**src/rtl/pipe_regs_if.sv**
```systemverilog
// Pipeline register bundle: fetch/RF/ALU/memory inputs, stage registers,
// forwarded operands and the register-file write port.
interface pipe_regs_if;
   logic [31:0] if_ir;
   logic [31:0] rf_r1;
   logic [31:0] rf_r2;
   logic [31:0] alu_res;
   logic [31:0] mem_rdata;
   logic        stall;
   logic        sig1_ex_mem_rs;
   logic        sig1_mem_wb_rs;
   logic        sig1_mem_wb_mm;
   logic        sig2_ex_mem_rs;
   logic        sig2_mem_wb_rs;
   logic        sig2_mem_wb_mm;
   logic [31:0] ir1;
   logic [31:0] ir2;
   logic [31:0] ir3;
   logic [31:0] ir4;
   logic [31:0] ex_a;
   logic [31:0] ex_b;
   logic [31:0] ex_mem_rs;
   logic [31:0] mem_wb_rs;
   logic [31:0] mem_wb_mm;
   logic        wb_en;
   logic [4:0]  wb_addr;
   logic [31:0] wb_data;
   logic        if_hold;

   modport master (
      output if_ir, rf_r1, rf_r2, alu_res, mem_rdata, stall,
      output sig1_ex_mem_rs, sig1_mem_wb_rs, sig1_mem_wb_mm,
      output sig2_ex_mem_rs, sig2_mem_wb_rs, sig2_mem_wb_mm,
      input  ir1, ir2, ir3, ir4, ex_a, ex_b,
      input  ex_mem_rs, mem_wb_rs, mem_wb_mm,
      input  wb_en, wb_addr, wb_data, if_hold
   );

   modport slave (
      input  if_ir, rf_r1, rf_r2, alu_res, mem_rdata, stall,
      input  sig1_ex_mem_rs, sig1_mem_wb_rs, sig1_mem_wb_mm,
      input  sig2_ex_mem_rs, sig2_mem_wb_rs, sig2_mem_wb_mm,
      output ir1, ir2, ir3, ir4, ex_a, ex_b,
      output ex_mem_rs, mem_wb_rs, mem_wb_mm,
      output wb_en, wb_addr, wb_data, if_hold
   );
endinterface

```
**src/rtl/pipe_regs.sv**
```systemverilog
// Five-stage pipeline registers with forwarding, ID bypass and stall bubbles.
// Optional stall counter output enabled by defining PIPE_STALL_CNT_EN.
module pipe_regs (
   input  logic        clk,
   input  logic        rst,
`ifdef PIPE_STALL_CNT_EN
   output logic [15:0] stall_cnt,
`endif
   pipe_regs_if.slave  bus
);

   localparam logic [5:0] OP_ALU = 6'b000000;
   localparam logic [5:0] OP_CMP = 6'b111110;
   localparam logic [5:0] OP_LD  = 6'b100011;

   logic [31:0] ir1_q;
   logic [31:0] ir2_q;
   logic [31:0] ir3_q;
   logic [31:0] ir4_q;
   logic [31:0] id_a_q;
   logic [31:0] id_b_q;
   logic [31:0] ex_mem_rs_q;
   logic [31:0] mem_wb_rs_q;
   logic [31:0] mem_wb_mm_q;

   logic [5:0]  wb_op;
   logic        wb_rd_cls;
   logic        wb_ld_cls;
   logic        wb_en;
   logic [4:0]  wb_addr;
   logic [31:0] wb_data;
   logic [31:0] op1;
   logic [31:0] op2;
   logic [31:0] ex_a;
   logic [31:0] ex_b;

   assign wb_op     = ir4_q[31:26];
   assign wb_rd_cls = (wb_op == OP_ALU) || (wb_op == OP_CMP);
   assign wb_ld_cls = (wb_op == OP_LD);

   always_comb begin
      wb_addr = 5'd0;
      wb_data = 32'd0;
      wb_en   = 1'b0;
      unique case (1'b1)
         wb_rd_cls: begin
            wb_addr = ir4_q[15:11];
            wb_data = mem_wb_rs_q;
            wb_en   = (ir4_q[15:11] != 5'd0);
         end
         wb_ld_cls: begin
            wb_addr = ir4_q[20:16];
            wb_data = mem_wb_mm_q;
            wb_en   = (ir4_q[20:16] != 5'd0);
         end
         default: ;
      endcase
   end

   // Same-cycle write-back is visible to the instruction being decoded
   assign op1 = (wb_en && wb_addr == ir1_q[25:21]) ? wb_data : bus.rf_r1;
   assign op2 = (wb_en && wb_addr == ir1_q[20:16]) ? wb_data : bus.rf_r2;

   always_comb begin
      ex_a = id_a_q;
      priority case (1'b1)
         bus.sig1_ex_mem_rs: ex_a = ex_mem_rs_q;
         bus.sig1_mem_wb_rs: ex_a = mem_wb_rs_q;
         bus.sig1_mem_wb_mm: ex_a = mem_wb_mm_q;
         default:            ex_a = id_a_q;
      endcase
   end

   always_comb begin
      ex_b = id_b_q;
      priority case (1'b1)
         bus.sig2_ex_mem_rs: ex_b = ex_mem_rs_q;
         bus.sig2_mem_wb_rs: ex_b = mem_wb_rs_q;
         bus.sig2_mem_wb_mm: ex_b = mem_wb_mm_q;
         default:            ex_b = id_b_q;
      endcase
   end

   always_ff @(posedge clk or posedge rst) begin
      if (rst) begin
         ir1_q  <= 32'd0;
         ir2_q  <= 32'd0;
         id_a_q <= 32'd0;
         id_b_q <= 32'd0;
      end else if (bus.stall) begin
         ir2_q  <= 32'd0;
         id_a_q <= 32'd0;
         id_b_q <= 32'd0;
      end else begin
         ir1_q  <= bus.if_ir;
         ir2_q  <= ir1_q;
         id_a_q <= op1;
         id_b_q <= op2;
      end
   end

   always_ff @(posedge clk or posedge rst) begin
      if (rst) begin
         ir3_q       <= 32'd0;
         ir4_q       <= 32'd0;
         ex_mem_rs_q <= 32'd0;
         mem_wb_rs_q <= 32'd0;
         mem_wb_mm_q <= 32'd0;
      end else begin
         ir3_q       <= ir2_q;
         ir4_q       <= ir3_q;
         ex_mem_rs_q <= bus.alu_res;
         mem_wb_rs_q <= ex_mem_rs_q;
         mem_wb_mm_q <= bus.mem_rdata;
      end
   end

`ifdef PIPE_STALL_CNT_EN
   logic [15:0] cnt_q;

   always_ff @(posedge clk or posedge rst) begin
      if (rst) begin
         cnt_q <= 16'd0;
      end else if (bus.stall && cnt_q != 16'hFFFF) begin
         cnt_q <= cnt_q + 16'd1;
      end
   end

   assign stall_cnt = cnt_q;
`endif

   assign bus.ir1       = ir1_q;
   assign bus.ir2       = ir2_q;
   assign bus.ir3       = ir3_q;
   assign bus.ir4       = ir4_q;
   assign bus.ex_a      = ex_a;
   assign bus.ex_b      = ex_b;
   assign bus.ex_mem_rs = ex_mem_rs_q;
   assign bus.mem_wb_rs = mem_wb_rs_q;
   assign bus.mem_wb_mm = mem_wb_mm_q;
   assign bus.wb_en     = wb_en;
   assign bus.wb_addr   = wb_addr;
   assign bus.wb_data   = wb_data;
   assign bus.if_hold   = bus.stall;

endmodule
```
**src/flat_wrapper.sv**
```systemverilog
// flat-port wrapper written by rule: the top's interface ports become plain ports
module pipe_regs_flat 
  (clk, rst, bus_if_ir, bus_rf_r1, bus_rf_r2, bus_alu_res, bus_mem_rdata, bus_stall, bus_sig1_ex_mem_rs, bus_sig1_mem_wb_rs, bus_sig1_mem_wb_mm, bus_sig2_ex_mem_rs, bus_sig2_mem_wb_rs, bus_sig2_mem_wb_mm, bus_ir1, bus_ir2, bus_ir3, bus_ir4, bus_ex_a, bus_ex_b, bus_ex_mem_rs, bus_mem_wb_rs, bus_mem_wb_mm, bus_wb_en, bus_wb_addr, bus_wb_data, bus_if_hold);
  pipe_regs_if bus_i ();
  input  logic clk;
  input  logic rst;
  input wire logic [$bits(bus_i.if_ir)-1:0] bus_if_ir;
  input wire logic [$bits(bus_i.rf_r1)-1:0] bus_rf_r1;
  input wire logic [$bits(bus_i.rf_r2)-1:0] bus_rf_r2;
  input wire logic [$bits(bus_i.alu_res)-1:0] bus_alu_res;
  input wire logic [$bits(bus_i.mem_rdata)-1:0] bus_mem_rdata;
  input wire logic [$bits(bus_i.stall)-1:0] bus_stall;
  input wire logic [$bits(bus_i.sig1_ex_mem_rs)-1:0] bus_sig1_ex_mem_rs;
  input wire logic [$bits(bus_i.sig1_mem_wb_rs)-1:0] bus_sig1_mem_wb_rs;
  input wire logic [$bits(bus_i.sig1_mem_wb_mm)-1:0] bus_sig1_mem_wb_mm;
  input wire logic [$bits(bus_i.sig2_ex_mem_rs)-1:0] bus_sig2_ex_mem_rs;
  input wire logic [$bits(bus_i.sig2_mem_wb_rs)-1:0] bus_sig2_mem_wb_rs;
  input wire logic [$bits(bus_i.sig2_mem_wb_mm)-1:0] bus_sig2_mem_wb_mm;
  output wire logic [$bits(bus_i.ir1)-1:0] bus_ir1;
  output wire logic [$bits(bus_i.ir2)-1:0] bus_ir2;
  output wire logic [$bits(bus_i.ir3)-1:0] bus_ir3;
  output wire logic [$bits(bus_i.ir4)-1:0] bus_ir4;
  output wire logic [$bits(bus_i.ex_a)-1:0] bus_ex_a;
  output wire logic [$bits(bus_i.ex_b)-1:0] bus_ex_b;
  output wire logic [$bits(bus_i.ex_mem_rs)-1:0] bus_ex_mem_rs;
  output wire logic [$bits(bus_i.mem_wb_rs)-1:0] bus_mem_wb_rs;
  output wire logic [$bits(bus_i.mem_wb_mm)-1:0] bus_mem_wb_mm;
  output wire logic [$bits(bus_i.wb_en)-1:0] bus_wb_en;
  output wire logic [$bits(bus_i.wb_addr)-1:0] bus_wb_addr;
  output wire logic [$bits(bus_i.wb_data)-1:0] bus_wb_data;
  output wire logic [$bits(bus_i.if_hold)-1:0] bus_if_hold;
  assign bus_i.if_ir = bus_if_ir;
  assign bus_i.rf_r1 = bus_rf_r1;
  assign bus_i.rf_r2 = bus_rf_r2;
  assign bus_i.alu_res = bus_alu_res;
  assign bus_i.mem_rdata = bus_mem_rdata;
  assign bus_i.stall = bus_stall;
  assign bus_i.sig1_ex_mem_rs = bus_sig1_ex_mem_rs;
  assign bus_i.sig1_mem_wb_rs = bus_sig1_mem_wb_rs;
  assign bus_i.sig1_mem_wb_mm = bus_sig1_mem_wb_mm;
  assign bus_i.sig2_ex_mem_rs = bus_sig2_ex_mem_rs;
  assign bus_i.sig2_mem_wb_rs = bus_sig2_mem_wb_rs;
  assign bus_i.sig2_mem_wb_mm = bus_sig2_mem_wb_mm;
  assign bus_ir1 = bus_i.ir1;
  assign bus_ir2 = bus_i.ir2;
  assign bus_ir3 = bus_i.ir3;
  assign bus_ir4 = bus_i.ir4;
  assign bus_ex_a = bus_i.ex_a;
  assign bus_ex_b = bus_i.ex_b;
  assign bus_ex_mem_rs = bus_i.ex_mem_rs;
  assign bus_mem_wb_rs = bus_i.mem_wb_rs;
  assign bus_mem_wb_mm = bus_i.mem_wb_mm;
  assign bus_wb_en = bus_i.wb_en;
  assign bus_wb_addr = bus_i.wb_addr;
  assign bus_wb_data = bus_i.wb_data;
  assign bus_if_hold = bus_i.if_hold;
  pipe_regs u_core (.clk(clk), .rst(rst), .bus(bus_i));
endmodule
```
**config.mk**
```make
export PLATFORM = sky130hd
export DESIGN_NAME = pipe_regs_flat
export DESIGN_NICKNAME = d
export VERILOG_FILES = /design/src/rtl/pipe_regs_if.sv /design/src/rtl/pipe_regs.sv /design/src/flat_wrapper.sv
export SDC_FILE = /design/constraint.sdc
export NUM_CORES = 1
export LEC_CHECK = 0
export BUFFER_PORTS_ARGS = -buffer_cell sky130_fd_sc_hd__buf_2
export CAP_MARGIN = 10
export CELL_PAD_IN_SITES_DETAIL_PLACEMENT = 1
export CELL_PAD_IN_SITES_GLOBAL_PLACEMENT = 1
export CORE_AREA = 2 2 194 196
export CTS_BUF_LIST = sky130_fd_sc_hd__clkbuf_16
export DETAILED_ROUTE_END_ITERATION = 6
export DIE_AREA = 0 0 196 198
export HOLD_SLACK_MARGIN = 0.15
export PLACE_DENSITY = 0.73
export SKIP_CTS_REPAIR_TIMING = 1
export SYNTH_ARGS = -nofsm -noshare
export SYNTH_HDL_FRONTEND = slang
export SYNTH_SLANG_ARGS = --single-unit
```
**constraint.sdc**
```tcl
create_clock -name clk -period 11.1 [get_ports clk]
set_input_delay 1.11 -clock clk [delete_from_list [all_inputs] [get_ports clk]]
set_output_delay 1.11 -clock clk [all_outputs]
set_load 0.02 [all_outputs]
```
==> results.ini <==
[global_routing]
grt_pass1_wl_mm = 66.7
grt_max_degree = 157
antenna_found_initial = 11
overflow = 0
grt_pass1_vias = 10900
track_usage_pct = 22.7

[finish]
layout.nets = 1647
syn_to_final_growth_pct = 32.3
drive_gt1_share_pct = 43.0
fin_cells = 1980

[timing]
worstMarginPinSlew_ps = 1180
relSlewSlack_pct = 21.7
period_needed_ps = 4510
fmax_mhz = 222
finalCritPeriodShare_pct = 40.6
fin_hold_ws_ps = 369
fin_ws_ps = 6590
fin_tns_setup_ps = 0
finClkSkew_ps = 12.4
slew_violations = 0
rsz0062_at_grt = false
hold_violations = 0
finalSetupViolCount = 0

[floorplanning]
die-width_um = 196
core_sq_mm = 0.0370
start_util_pct = 32.3
rows = 71
ios = 496
chipHeight_um = 198
die_area_sq_mm = 0.0388

[yosys]
yosysUniqueCellTypes = 39
synth_nets = 1187
ys_top_cells_by_count = dfrtp_1, nand2_1, mux2i_1
synth_mux_area_share_pct = 10.1
avgSynthCellArea_sq_um = 11.7
synthFlopType = dfrtp_1
ys_seq_elements = 288
synth_top_area_share_pct = 60.4
synthXorXnorAreaFrac_pct = 0
synth_cells = 1018
synth_area_leaders = dfrtp_1, mux2i_1, a211oi_2
yosys.area.top_type = dfrtp_1
yosysMostFrequentCell = dfrtp_1
synth-simple-area-share_pct = 9.77
synth_top_family_by_area = compound AO/OA/AOI/OAI gates
synth_compound_area_share_pct = 15.7
synth_edf_count = 0
syn-cell-area_sq_mm = 0.0119
synthAdderAreaFrac_pct = 0
ys_async_sr_fraction_pct = 100
synth_seq_area_share_pct = 60.4
ys_warn_count = 0

[pwr]
vdd_ir_drop_max_uv = 112
power_density_mw_per_mm2 = 171
total_power_mw = 2.70
combPwrFrac_pct = 16.9
p_sw_share_pct = 29.9
clock_power_share_pct = 39.6
p_int_mw = 1.89
p_leak_nw = 8.12
p_sw_mw = 0.808
seqPwrFrac_pct = 43.5

[cts]
worstSkewPairLatency_ps = 530
cts-root-buf = clkbuf_16
clkTransAtPathRegs_ps = 60
max-clock-path-buffers = 3
tritoncts = built
cts_max_level = 2
cts_made_buffers = 35
cts.sinks = 288

[drt]
firstDrtPassIters = 4
ant_nets = 0
drt_iter0_drc = 338
wl_mm = 44.4
num_vias = 9988
wl_per_cell_um = 22.4
drc = 0
avgViaCountPerCell = 5.04

[setup_path]
path_max_fanout = 32
crit_type = reg -> out
cp-end-kind = output port
crit_arrival_ps = 3400
startpoint_type = flip-flop
worstPathRequired_ps = 9990

[placed_design]
place_inst = 1915
dpl_worst_slack_ps = 6900
place_congestion = 0.776
dp_hpwl_mm = 31.5
portBuffers = 495

[run]
drv_cap = 0

[run_status]
status = finished, final reports clean

[hold_path]
min_path_type = reg -> reg

==> area by class of cell <==
class | count | area [sq um]
repair buffers | 506 | 2570
well taps | 474 | 593
diodes | 5 | 12.5
fillers | 4197 | 21200
multi-input cells | 623 | 4250
clock inverters | 23 | 131
flip-flops and latches | 288 | 7210
clock buffers | 37 | 926
inverters | 24 | 97.6
==> per-layer routing <==
| layer | vias to the layer above | share of wire, % | wire length, um | global-route usage, % |
|---|---|---|---|---|
| li1 | 4492 | - | - | - |
| met1 | 4961 | 38 | 17100 | 25.8 |
| met2 | 435 | 50 | 22200 | 39.8 |
| met3 | 94 | 8.6 | 3810 | 7.22 |
| met4 | 6 | 3.0 | 1330 | 8.64 |
| met5 | - | 0.092 | 41 | 0 |
==> logic make-up after synthesis <==
logic type,count (synthesis)
DFF,288
AOI/OAI and AO/OA,267
and+or+nand+nor,240
muxes,116
buffers and inverters,107
==> power groups by stage <==
| stage | Clock, mW | Sequential, mW | Combinational [mW] |
|---|---|---|---|
| 4_1_cts | 1.10 | 1.18 | 0.464 |
| 2_1_floorplan | 0 | 1.25 | 0.209 |
| 5_1_grt | 1.14 | 1.19 | 0.493 |
| 6_report | 1.07 | 1.17 | 0.458 |
| 3_5_place_dp | 0 | 1.19 | 0.462 |
| 3_3_place_gp | 0 | 1.19 | 0.456 |
==> critical path, stage by stage, from the launching register on <==
cell,delay (ps)
dfrtp_1,430
nor3_4,500
a22o_1,250
nor2b_4,930
a22oi_1,370
inv_1,190
buf_2,180
==> placed cells by master, fill, tap and decap left out, drive strengths merged, types with 2 or more instances in the layout <==
cell    instances
clkinv         10
a22oi          22
and4b           5
diode           5
nor2           67
a211oi         44
a31oi          44
buf           506
and3           10
clkbuf         37
nand2         100
nor3            4
inv            35
a22o           12
a21oi          74
mux2           32
a32oi           5
nor4            3
o21ai          64
mux2i          84
and4            2
dfrtp         288
nand3           9
nor2b          38
==> final timing paths <==
kind / from / endpoint / slack, ps / depth (start not counted)
min reg2reg: u_core.bus.ir3[22]$_DFF_PP0_ / u_core.bus.ir4[22]$_DFF_PP0_ / 370 / 0
min: u_core.bus.ir3[22]$_DFF_PP0_ / u_core.bus.ir4[22]$_DFF_PP0_ / 370 / 0
max reg2reg: u_core.bus.ir4[30]$_DFF_PP0_ / u_core.id_b_q[31]$_DFF_PP0_ / 6950 / 7
max: u_core.bus.ir4[30]$_DFF_PP0_ / bus_wb_data[6] / 6590 / 6
max in group asynchronous: rst / u_core.id_b_q[14]$_DFF_PP0_ / 8850 / 3
min in group asynchronous: rst / u_core.bus.mem_wb_mm[8]$_DFF_PP0_ / 720 / 2
==> metrics by stage <==
stage | area [sq um] | util, %
final | 15800 | 42.7
after global routing | 15800 | 42.7
after CTS | 15800 | 42.7
after detailed placement | 14700 | 39.8
after global placement | 14700 | 39.8
after floorplan | 11900 | -
Power figures use the tool's default switching activity.
